`config.mk`:
```
export PLATFORM = sky130hd
export DESIGN_NAME = mips_instr_stim_gen
export DESIGN_NICKNAME = d
export VERILOG_FILES = /design/src/rtl/mips_instr_stim_gen_pkg.sv /design/src/rtl/mips_lfsr.sv /design/src/rtl/mips_instr_stim_gen.sv
export SDC_FILE = /design/constraint.sdc
export NUM_CORES = 1
export LEC_CHECK = 0
export CAP_MARGIN = 10
export CORE_MARGIN = 5
export CORE_UTILIZATION = 45
export DETAILED_ROUTE_END_ITERATION = 7
export GPL_TIMING_DRIVEN = 1
export PLACE_DENSITY = 0.67
export SLEW_MARGIN = 30
export SYNTH_ARGS = -nofsm -noshare
export SYNTH_HDL_FRONTEND = slang
export SYNTH_SLANG_ARGS = --single-unit
```
`constraint.sdc`:
```
create_clock -name clk -period 8.7 [get_ports clk]
set_input_delay 0.87 -clock clk [delete_from_list [all_inputs] [get_ports clk]]
set_output_delay 0.87 -clock clk [all_outputs]
set_load 0.005 [all_outputs]
```
`src/rtl/mips_instr_stim_gen_pkg.sv`:
```
// Shared types, ISA literals and helpers for the MIPS instruction stimulus generator.
package mips_instr_stim_gen_pkg;

  // Instruction kinds. The numeric value is the kind index seen on out_kind and kind_mask.
  typedef enum logic [3:0] {
    K_LW   = 4'd0,
    K_SW   = 4'd1,
    K_BEQ  = 4'd2,
    K_ADDI = 4'd3,
    K_J    = 4'd4,
    K_ADD  = 4'd5,
    K_SUB  = 4'd6,
    K_AND  = 4'd7,
    K_OR   = 4'd8,
    K_SLT  = 4'd9
  } instr_kind_e;

  // Generation modes. Encoding 3 behaves exactly like RANDOM.
  typedef enum logic [1:0] {
    MODE_DIRECTED   = 2'd0,
    MODE_SEQUENTIAL = 2'd1,
    MODE_RANDOM     = 2'd2,
    MODE_RANDOM_ALT = 2'd3
  } gen_mode_e;

  localparam int NUM_KINDS = 10;

  // Opcode and funct literals of the supported subset.
  localparam logic [5:0] OP_RTYPE = 6'h00;
  localparam logic [5:0] OP_LW    = 6'h23;
  localparam logic [5:0] OP_SW    = 6'h2B;
  localparam logic [5:0] OP_BEQ   = 6'h04;
  localparam logic [5:0] OP_ADDI  = 6'h08;
  localparam logic [5:0] OP_J     = 6'h02;
  localparam logic [5:0] FN_ADD   = 6'h20;
  localparam logic [5:0] FN_SUB   = 6'h22;
  localparam logic [5:0] FN_AND   = 6'h24;
  localparam logic [5:0] FN_OR    = 6'h25;
  localparam logic [5:0] FN_SLT   = 6'h2A;

  // Galois feedback mask applied when the bit shifted out is 1.
  localparam logic [31:0] LFSR_POLY = 32'h8020_0003;

  // Kind -> opcode table.
  function automatic logic [5:0] kind_opcode(input logic [3:0] kind);
    logic [5:0] op;
    case (kind)
      K_LW:    op = OP_LW;
      K_SW:    op = OP_SW;
      K_BEQ:   op = OP_BEQ;
      K_ADDI:  op = OP_ADDI;
      K_J:     op = OP_J;
      default: op = OP_RTYPE;
    endcase
    return op;
  endfunction

  // Kind -> funct table (only meaningful for R-type kinds).
  function automatic logic [5:0] kind_funct(input logic [3:0] kind);
    logic [5:0] fn;
    case (kind)
      K_ADD:   fn = FN_ADD;
      K_SUB:   fn = FN_SUB;
      K_AND:   fn = FN_AND;
      K_OR:    fn = FN_OR;
      K_SLT:   fn = FN_SLT;
      default: fn = 6'h00;
    endcase
    return fn;
  endfunction

  // First enabled kind at index >= from (from must be 0..9), wrapping past 9 to 0.
  // Returns 0 when nothing is enabled; callers never start a burst in that case.
  function automatic logic [3:0] first_enabled(input logic [9:0] mask, input logic [3:0] from);
    logic [3:0] res;
    logic       found;
    logic [4:0] idx;
    res   = 4'd0;
    found = 1'b0;
    for (int i = 0; i < NUM_KINDS; i++) begin
      idx = {1'b0, from} + 5'(i);
      if (idx >= 5'd10) idx = idx - 5'd10;
      if (!found && mask[idx[3:0]]) begin
        res   = idx[3:0];
        found = 1'b1;
      end
    end
    return res;
  endfunction

  // Next kind index, wrapping 9 -> 0.
  function automatic logic [3:0] kind_wrap_inc(input logic [3:0] kind);
    return (kind >= 4'd9) ? 4'd0 : kind + 4'd1;
  endfunction

endpackage

```
`src/rtl/mips_lfsr.sv`:
```
// Right-shifting Galois LFSR with synchronous load and advance enables.
module mips_lfsr #(
  parameter int               WIDTH = 32,
  parameter logic [WIDTH-1:0] POLY  = 32'h8020_0003,
  parameter logic [WIDTH-1:0] SEED  = 32'hACE1_2025
) (
  input  logic             clk,
  input  logic             rst_n,
  input  logic             load,
  input  logic [WIDTH-1:0] load_val,
  input  logic             advance,
  output logic [WIDTH-1:0] state
);

  // Load has priority; otherwise shift right and fold in POLY when bit 0 falls out.
  always_ff @(posedge clk or negedge rst_n) begin
    if (!rst_n) begin
      state <= SEED;
    end else if (load) begin
      state <= load_val;
    end else if (advance) begin
      state <= {1'b0, state[WIDTH-1:1]} ^ (state[0] ? POLY : '0);
    end
  end

endmodule

```
`src/rtl/mips_instr_stim_gen.sv`:
```
// MIPS instruction stimulus generator: emits legal lw/sw/beq/addi/j/add/sub/and/or/slt
// encodings over a valid/ready stream in directed, sequential or LFSR-random order.
//
// Handshake: a beat transfers on a rising edge where out_valid & out_ready are both 1.
// While out_valid is high and out_ready is low, out_instr/out_kind hold steady because
// they are a pure function of registered state that only changes on a transfer.
module mips_instr_stim_gen
  import mips_instr_stim_gen_pkg::*;
#(
  parameter int                    INSTR_WIDTH   = 32,
  parameter int                    LFSR_WIDTH    = 32,
  parameter logic [LFSR_WIDTH-1:0] SEED          = 32'hACE1_2025,
  parameter int                    CNT_WIDTH     = 16,
  parameter int                    MEM_ADDR_BITS = 8
) (
  input  logic                   clk,
  input  logic                   rst_n,
  input  logic                   start,
  input  logic                   stop,
  input  logic [1:0]             mode,
  input  logic [9:0]             kind_mask,
  input  logic [3:0]             dir_kind,
  input  logic [4:0]             reg_mask,
  input  logic [CNT_WIDTH-1:0]   num_instr,
  input  logic                   seed_load,
  input  logic [LFSR_WIDTH-1:0]  seed_in,
  output logic                   out_valid,
  input  logic                   out_ready,
  output logic [INSTR_WIDTH-1:0] out_instr,
  output logic [3:0]             out_kind,
  output logic                   busy,
  output logic                   done,
  output logic                   cfg_err,
  output logic [CNT_WIDTH-1:0]   issued_cnt
);

  localparam logic [1:0] S_IDLE = 2'd0;
  localparam logic [1:0] S_RUN  = 2'd1;
  localparam logic [1:0] S_DONE = 2'd2;

  logic [1:0]            state;
  gen_mode_e             mode_q;
  logic [9:0]            kind_mask_q;
  logic [3:0]            dir_kind_q;
  logic [4:0]            reg_mask_q;
  logic [CNT_WIDTH-1:0]  num_q;
  logic [CNT_WIDTH-1:0]  cnt_q;
  logic [CNT_WIDTH-1:0]  cnt_next;
  logic [3:0]            seq_idx;
  logic                  cfg_err_q;
  logic                  start_ok;
  logic                  accept;
  logic                  lfsr_load;
  logic [LFSR_WIDTH-1:0] lfsr_load_val;
  logic [LFSR_WIDTH-1:0] lfsr;
  logic [3:0]            rnd_start;
  logic [3:0]            cur_kind;
  logic [4:0]            rs;
  logic [4:0]            rt;
  logic [4:0]            rd;
  logic [15:0]           mem_imm;
  logic [5:0]            opcode;
  logic [31:0]           instr_enc;

  // DIRECTED needs no kinds enabled; the other modes need at least one.
  assign start_ok = (gen_mode_e'(mode) == MODE_DIRECTED) || (kind_mask != 10'd0);
  assign accept   = out_valid & out_ready;
  assign cnt_next = cnt_q + CNT_WIDTH'(1);

  // A zero seed would lock the LFSR, so it is replaced by 1.
  assign lfsr_load     = (state == S_IDLE) && seed_load;
  assign lfsr_load_val = (seed_in == '0) ? LFSR_WIDTH'(1) : seed_in;

  mips_lfsr #(
    .WIDTH (LFSR_WIDTH),
    .POLY  (LFSR_WIDTH'(LFSR_POLY)),
    .SEED  (SEED)
  ) u_lfsr (
    .clk      (clk),
    .rst_n    (rst_n),
    .load     (lfsr_load),
    .load_val (lfsr_load_val),
    .advance  (accept),
    .state    (lfsr)
  );

  // Burst FSM with frozen configuration, issued counter and sequential kind pointer.
  always_ff @(posedge clk or negedge rst_n) begin
    if (!rst_n) begin
      state       <= S_IDLE;
      mode_q      <= MODE_DIRECTED;
      kind_mask_q <= '0;
      dir_kind_q  <= '0;
      reg_mask_q  <= '0;
      num_q       <= '0;
      cnt_q       <= '0;
      seq_idx     <= '0;
      cfg_err_q   <= 1'b0;
    end else begin
      cfg_err_q <= 1'b0;
      case (state)
        S_IDLE: begin
          if (start) begin
            if (start_ok) begin
              state       <= S_RUN;
              mode_q      <= gen_mode_e'(mode);
              kind_mask_q <= kind_mask;
              dir_kind_q  <= dir_kind;
              reg_mask_q  <= reg_mask;
              num_q       <= num_instr;
              cnt_q       <= '0;
              seq_idx     <= first_enabled(kind_mask, 4'd0);
            end else begin
              cfg_err_q <= 1'b1;
            end
          end
        end
        S_RUN: begin
          if (accept) begin
            cnt_q   <= cnt_next;
            seq_idx <= first_enabled(kind_mask_q, kind_wrap_inc(seq_idx));
          end
          // stop wins over a completing accept; the accept above is still counted.
          if (stop) begin
            state <= S_DONE;
          end else if (accept && (num_q != '0) && (cnt_next == num_q)) begin
            state <= S_DONE;
          end
        end
        S_DONE:  state <= S_IDLE;
        default: state <= S_IDLE;
      endcase
    end
  end

  // Kind selection from the frozen mode and the current LFSR state.
  always_comb begin
    rnd_start = (lfsr[3:0] >= 4'd10) ? (lfsr[3:0] - 4'd10) : lfsr[3:0];
    case (mode_q)
      MODE_DIRECTED:   cur_kind = (dir_kind_q >= 4'd10) ? 4'd0 : dir_kind_q;
      MODE_SEQUENTIAL: cur_kind = seq_idx;
      default:         cur_kind = first_enabled(kind_mask_q, rnd_start);
    endcase
  end

  // Instruction encoding; lw/sw offsets stay word aligned inside the data memory window.
  always_comb begin
    rs      = lfsr[8:4]   & reg_mask_q;
    rt      = lfsr[13:9]  & reg_mask_q;
    rd      = lfsr[18:14] & reg_mask_q;
    opcode  = kind_opcode(cur_kind);
    mem_imm = '0;
    mem_imm[MEM_ADDR_BITS-1:2] = lfsr[MEM_ADDR_BITS+15:18];
    case (cur_kind)
      K_LW, K_SW:    instr_enc = {opcode, rs, rt, mem_imm};
      K_BEQ, K_ADDI: instr_enc = {opcode, rs, rt, lfsr[31:16]};
      K_J:           instr_enc = {opcode, lfsr[25:0]};
      default:       instr_enc = {OP_RTYPE, rs, rt, rd, 5'd0, kind_funct(cur_kind)};
    endcase
  end

  assign out_valid  = (state == S_RUN);
  assign out_instr  = out_valid ? instr_enc : '0;
  assign out_kind   = out_valid ? cur_kind : 4'd0;
  assign busy       = (state == S_RUN);
  assign done       = (state == S_DONE);
  assign cfg_err    = cfg_err_q;
  assign issued_cnt = cnt_q;

endmodule

```
==> results by group, run 1 <==
Run status
  – Status: complete, no violations

STA
  – Max frequency: 0.122 GHz
  – Min Hold Slack: 0.505 ns
  – Total negative slack: 0 ns
  – Final setup vio count: 0
  – Fin crit period: 8.18 ns
  – Period utilization: 94.0%
  – Worst Skew: 0.0118 ns
  – Hold Fails Final Rpt: 0
  – Rel. slew slack: 39.0%
  – Unrepaired setup endpoints after global routing: no
  – Least-Margin Pin Slew: 0.892 ns
  – Slew Limit Fails: 0

Synthesis
  – Yosys warning total: 0
  – Cell area after synthesis: around 11000 um2
  – Share of the yosys chip area belonging to registers: 21.0%
  – Async S/R FF share, synth: between 90% and 100%
  – #FFs+latches synth: 92
  – Post-synth cell types: ~110
  – Mapped Cells: between 1000 and 1500
  – Avg Synthesized Cell Area: 7.81 um2
  – Dominant synthesized flop cell: dfrtp_1
  – EDFF count, synth: 0
  – Post-Syn Nets: about 1500

Placed design
  – Input/output buffers: ~130
  – Routability-driven placement congestion ratio: 0.988
  – DP Wirelength: 29700 um

Global route
  – Vias in the first global route: approximately 11000
  – Gr usage total: a little over a quarter
  – Initial antenna violation count: 4
  – First-pass GRT wire length: 61300 um
  – Largest net degree at the start of global routing: 56
  – Gr ovfl total: 0

CTS
  – Cts repair resizes: 0
  – Clock buffer depth: 2
  – CTS buffer count: 9
  – CTS Root Cell: clkbuf_16
  – H-tree depth: 3
  – Setup bufs post-CTS: 0
  – Clk Latency, worst-skew pair: 0.35 ns
  – CTS clock-pin slew for the worst setup and hold paths: 0.08 ns
  – Sink Count: 92
  – TritonCTS clock tree: built

Route
  – Wire length per cell: roughly 21 um
  – Routed wire length: about 39000 um
  – Routed via count: 11400
  – DR iter-0 viols: 1212
  – Pre-antenna DRT Iters: 8
  – DRC errors left: 0
  – Via-per-instance ratio: 6.30
  – Remaining antenna violation count: 0

Layout
  – Fin nets: 1612
  – Fraction of layout cells with a size suffix above 1: 10.7%
  – Area delta synth->final: 16.1%
  – ANT cells: 0

Critical path
  – Startpoint types: flip-flop
  – R2r setup slk: 2.42 ns
  – Worst path bufs/invs: 4
  – Crit Path Max Fanout: 17
  – Crit path max-delay family: simple AND/OR/NAND/NOR gates
  – Worst setup path class: reg -> out
  – CP arrival: 7.31 ns
  – CP max stage cell: dfstp_2
  – Most frequent CP cell: ha_1
  – Crit path largest cell delay: 0.64 ns
  – Crit path required time: 7.83 ns
  – CP cell instances: inv_1 -> ha_1 -> nand2b_1 -> a21oi_4 -> inv_2 -> ha_1 -> xnor2_2 -> inv_1 -> ha_1 -> mux4_2 -> mux2_2 -> mux2_2 -> a221oi_2 -> and2_2 -> and3_1 -> and3_1 -> a211oi_1 -> a22oi_2 -> or2_1 -> nor3_4 -> a221o_1 -> clkdlybuf4s50_1
  – CP Capture Type: primary output

Floorplanning
  – DIE AREA: 27700 um2
  – IO Pins: about 130
  – Die extent in x: between 150 and 200 um
  – Initial core utilization: between 40% and 50%
  – Core area: ~24000 um2
  – Row cnt: 57
  – Die height: 167 um

Flow run
  – MaxCap Viol Count: 0

Min path
  – Hold Crit Class: in -> async
==> placed cells by master, fill, tap and decap left out, types with 21 or more instances in the layout <==
master	instances
nor4_1	24
mux2i_1	56
nor2_1	121
nand3_1	64
a31oi_1	43
and3_1	21
inv_1	52
nor3_1	28
buf_4	22
o211ai_1	30
a21oi_1	96
mux2_2	49
nand2_1	160
clkdlybuf4s50_1	128
xnor2_1	40
ha_1	48
o21ai_0	86
dfrtp_1	80
==> Yosys cell counts (9+ instances only) <==
cell type,n,area [um2]
nand2_1,161,604
nor2_1,121,454
a21oi_1,96,480
o21ai_0,87,435
dfrtp_1,80,2000
nand3_1,65,325
mux2i_1,56,561
clkbuf_1,52,195
inv_1,52,195
mux2_2,49,552
ha_1,48,601
a31oi_1,43,269
xnor2_1,40,350
o211ai_1,30,225
nor3_1,28,140
nor4_1,24,150
and3_1,21,131
a211oi_1,16,120
buf_2,16,80.1
nand2b_1,16,100
and2_1,14,87.6
dfstp_2,12,315
mux4_2,12,270
nand4_1,12,75.1
a21o_1,11,82.6
nor2b_1,10,62.6
xor2_1,10,87.6
a221o_1,9,90.1
==> state kept, by name, summed over array words and instances (netlist names) <==
signal,count
cfg_err,1
dir_kind_q,4
issued_cnt,16
kind_mask_q,10
mode_q,2
num_q,16
reg_mask_q,5
seq_idx,4
state,2
u_lfsr.state,32
==> area by class of cell <==
class                   instances  area (um2)
fillers                      2372       11500
multi-input cells            1176        8100
flip-flops and latches         92        2320
repair buffers                150        1450
well taps                     324         405
clock buffers                   9         225
inverters                      58         220
clock inverters                 7        87.6
==> path summary, 6_finish.rpt <==
path                                  start                to  cells after the start
min in group clk           u_lfsr.state[27]  u_lfsr.state[27]                      2
max in group asynchronous             rst_n  u_lfsr.state[17]                      2
min                                   rst_n     issued_cnt[5]                      1
min reg2reg                u_lfsr.state[27]  u_lfsr.state[27]                      2
max reg2reg                      seq_idx[0]        seq_idx[1]                     19
max                         u_lfsr.state[2]     out_instr[11]                     22
==> repair_timing <==
item,CTS,global route
hold buffers,0,0
setup endpoints to repair,0,20
endpoints found under the hold margin,0,0
==> through the flow <==
step                worst slack, ns  cell area [um2]  std cells  utilization [%]
global placement              0.923            12500       1799             51.4
detailed placement            0.814            12500       1799             51.4
CTS                           0.425            12800       1815             52.7
global route                 0.0323            12800       1816             52.8
floorplan                      2.34            11000       1412                -
finish                        0.519            12800       1816             52.8
==> routing by layer <==
layer	global-route usage (%)	share of wire (%)	vias to the layer above
met1	37.7	44	5453
met4	6.08	2.2	8
met5	0	0.14	-
li1	-	-	5412
met3	6.87	9.1	81
met2	41.6	44	493
==> kinds of logic after synthesis <==
family	synth area share, %
simple gates	23.4
compound gates	26.9
buf+inv	5.77
mux	12.8
flops	21.0
xor+xnor	4.27
fa+ha+maj	5.81
other cells	0.0340
Power of run 1 is left out: the tool's default activity adds up to more than one toggle a clock period on the data nets, which glitch-free logic cannot reach.
==> run 2, diff against run 1 <==
CTS_CLUSTER_SIZE = 16   (was not set)
==> results of run 2 <==
The final DEF is identical to that of run 1; final timing and power are the same.
Power of run 2 is left out for the same reason.
==> run 3, diff against run 2 <==
ABC_AREA = 1   (was not set)
SLEW_MARGIN = 40   (was 30)
==> run 3 against run 2 <==
  * Clock-buffer cell count rose by 1
  * Area after synthesis is 12% lower
  * Fmax increased by 9.6%
  * First-iteration DRC count fell by 26%
  * Cell count rose by 6.6%
  * Via count fell by 7.8%
  * Non-clock buffer count shrank 14
==> results by group, run 3 <==
Critical path
  – Worst setup path class: reg -> out
  – Most frequent CP cell: nand2_1
  – R2r setup slk: 3.32 ns
  – Crit Path Max Fanout: 34
  – Crit path required time: 7.83 ns
  – R2R cell count: 24
  – Capturing point of the worst reg2reg path: seq_idx[1]
  – CP arrival: 6.59 ns
  – RR Startpoint: seq_idx[0]
  – Startpoint types: flip-flop
  – CP Capture Type: primary output
  – Crit path largest cell delay: just over 0.9 ns
  – CP max stage cell: dfstp_2

Layout
  – Fin nets: 1781
  – ANT cells: 0
  – Area delta synth->final: 18.8%
  – Filler cells: between 2000 and 2500
  – Largest register FFs: 32
  – Largest reg by FF count: u_lfsr.state
  – Most frequent cells in the layout: nand2_1, inv_1, o21ai_0, nor2_1, clkdlybuf4s50_1
  – Commonest non-fill, non-tap cell in the layout: nand2_1
  – Fraction of layout cells with a size suffix above 1: 7.16%

Floorplanning
  – Die height: 157 um
  – DIE AREA: ~25000 um2
  – IO Pins: 131
  – Initial core utilization: 45.9%
  – Die extent in x: about 160 um
  – Row cnt: 53
  – Core area: 21200 um2

Route
  – Wire length per cell: 16.5 um
  – DR iter-0 viols: roughly 900
  – DRC errors left: 0
  – Routed via count: between 10000 and 15000
  – Routed wire length: 32000 um
  – Via-per-instance ratio: between 5 and 6
  – Pre-antenna DRT Iters: 5
  – Remaining antenna violation count: 0

Synthesis
  – Count leader, synth: nand2_1
  – Top post-synthesis cells by count: nand2_1, inv_1, o21ai_0
  – Post-Syn Nets: between 1500 and 2000
  – #FFs+latches synth: 92
  – Yosys warning total: 0
  – EDFF count, synth: 0
  – Share of the synthesized area in the top cell type: 20.6%
  – Dominant synthesized flop cell: dfrtp_1
  – Cell area after synthesis: 9710 um2
  – Mapped Cells: 1548
  – Area leader, netlist: dfrtp_1
  – Largest family of logic cells by synthesized area: simple AND/OR/NAND/NOR gates
  – Post-synth cell types: 52
  – Post-synthesis compound-gate area fraction: 17.3%
  – Adder-Cell Fraction of Synth Area: 6.60%
  – Async S/R FF share, synth: 100%
  – Avg Synthesized Cell Area: 6.27 um2
  – Largest cells by area after synthesis: dfrtp_1, nand2_1, inv_1
  – Share of the yosys chip area belonging to registers: 23.9%
  – Multiplexer share of the synthesized area: less than 1%
  – Post-Synth XOR/XNOR Area: 3.97%
  – Simple-gate portion of the synthesized area: 37.7%

CTS
  – Clk Latency, worst-skew pair: 0.34 ns
  – Sink Count: roughly 90
  – CTS buffer count: 9
  – Cts repair resizes: 0
  – Cts hold-fix bufs: 0
  – TritonCTS clock tree: built
  – CTS Root Cell: clkbuf_16
  – Clock buffer depth: 2
  – CTS clock-pin slew for the worst setup and hold paths: 0.07 ns
  – Setup bufs post-CTS: 0
  – H-tree depth: 3

Flow run
  – MaxCap Viol Count: 0

Placed design
  – Routability-driven placement congestion ratio: 0.975
  – DP Wirelength: 24900 um
  – Input/output buffers: around 130

STA
  – Worst Skew: 0.00947 ns
  – Rel. slew slack: 48.9%
  – Slew Limit Fails: 0
  – Least-Margin Pin Slew: 0.758 ns
  – Final setup vio count: 0
  – Max frequency: 0.134 GHz
  – Total negative slack: 0 ns
  – Fin crit period: ~7.5 ns
  – Period utilization: 85.8%
  – Unrepaired setup endpoints after global routing: no
  – Hold Fails Final Rpt: 0

Global route
  – Largest net degree at the start of global routing: 60
  – Vias in the first global route: roughly 10000
  – Gr ovfl total: 0
  – First-pass GRT wire length: 51300 um
  – Gr usage total: about 26%
  – Initial antenna violation count: 1

Run status
  – Status: complete, no violations

Min path
  – Hold Crit Class: in -> async
-- run 3: cell types whose count changed after synthesis, sizes merged, moves of 24 or more --
cell | previous run | this run
nand2 | 162 | 465
inv | 55 | 209
o21ai | 93 | 163
nand3 | 66 | 123
mux2i | 57 | 3
a21oi | 98 | 47
mux2 | 50 | 1
xnor2 | 42 | 10
nor2 | 124 | 152
a31oi | 44 | 17
clkbuf | 53 | 27
xor2 | 10 | 34
-- run 3: cells by family (layout without fill, tap and decap cells) --
kind of cell               after synthesis  in the layout
muxes                                    4              4
and+or+nand+nor                        808            808
AOI/OAI and AO/OA                      296            296
xor gates and xnor gates                44             44
DFF                                     92             92
adders and majority gates               50             50
other                                    1              1
buffers and inverters                  253            366
-- run 3: per-layer routing --
metal / routed length, um / GRT usage [%] / vias up
met2: 14700 / 42.2 / 393
met3: 2490 / 4.89 / 52
met5: 13 / 0 / -
li1: - / - / 5290
met1: 14100 / 34.7 / 4812
met4: 776 / 6.78 / 2
-- run 3: layout make-up --
class | count | area [um2] | area share [%]
multi-input cells | 1203 | 6410 | 55.6
flip-flops and latches | 92 | 2320 | 20.1
repair buffers | 136 | 1350 | 11.7
inverters | 214 | 806 | 6.99
well taps | 275 | 344 | 2.98
clock buffers | 10 | 239 | 2.07
clock inverters | 6 | 68.8 | 0.597
-- run 3: worst max-delay path: cells and delay by family, from the launching register on --
family                   cells  cell delay (ns)
adder cells (fa/ha/maj)      2             0.89
AND/OR/NAND/NOR             16             1.79
flip-flops                   1             0.92
buffers and inverters        7             1.45
AO/OA/AOI/OAI                5             0.75
XOR/XNOR                     1             0.44
-- run 3: how the worst max path moves through the flow --
| stage | cells past startpoint | from | end | slack [ns] |
|---|---|---|---|---|
| 4_1_cts | 32 | u_lfsr.state[0] | out_instr[19] | 1.24 |
| 6_report | 31 | u_lfsr.state[0] | out_instr[4] | 1.24 |
| 5_1_grt | 31 | u_lfsr.state[0] | out_instr[4] | 0.67 |
| 2_1_floorplan | 36 | u_lfsr.state[2] | out_instr[13] | 3.22 |
| 3_5_place_dp | 32 | u_lfsr.state[0] | out_instr[19] | 1.66 |
| 3_3_place_gp | 32 | u_lfsr.state[0] | out_instr[19] | 1.80 |
-- run 3: stage by stage --
step	instance area [um2]	std cells	worst slack, ns	util (%)	hold WS, ns
detailed placement	11200	1920	1.66	53.0	0.471
CTS	11500	1936	1.24	54.5	0.476
global route	11500	1936	0.672	54.5	0.494
finish	11500	1936	1.24	54.5	0.462
floorplan	9710	1548	3.22	-	0.450
global placement	11200	1920	1.80	53.0	0.486
Power of run 3 is left out for the same reason.
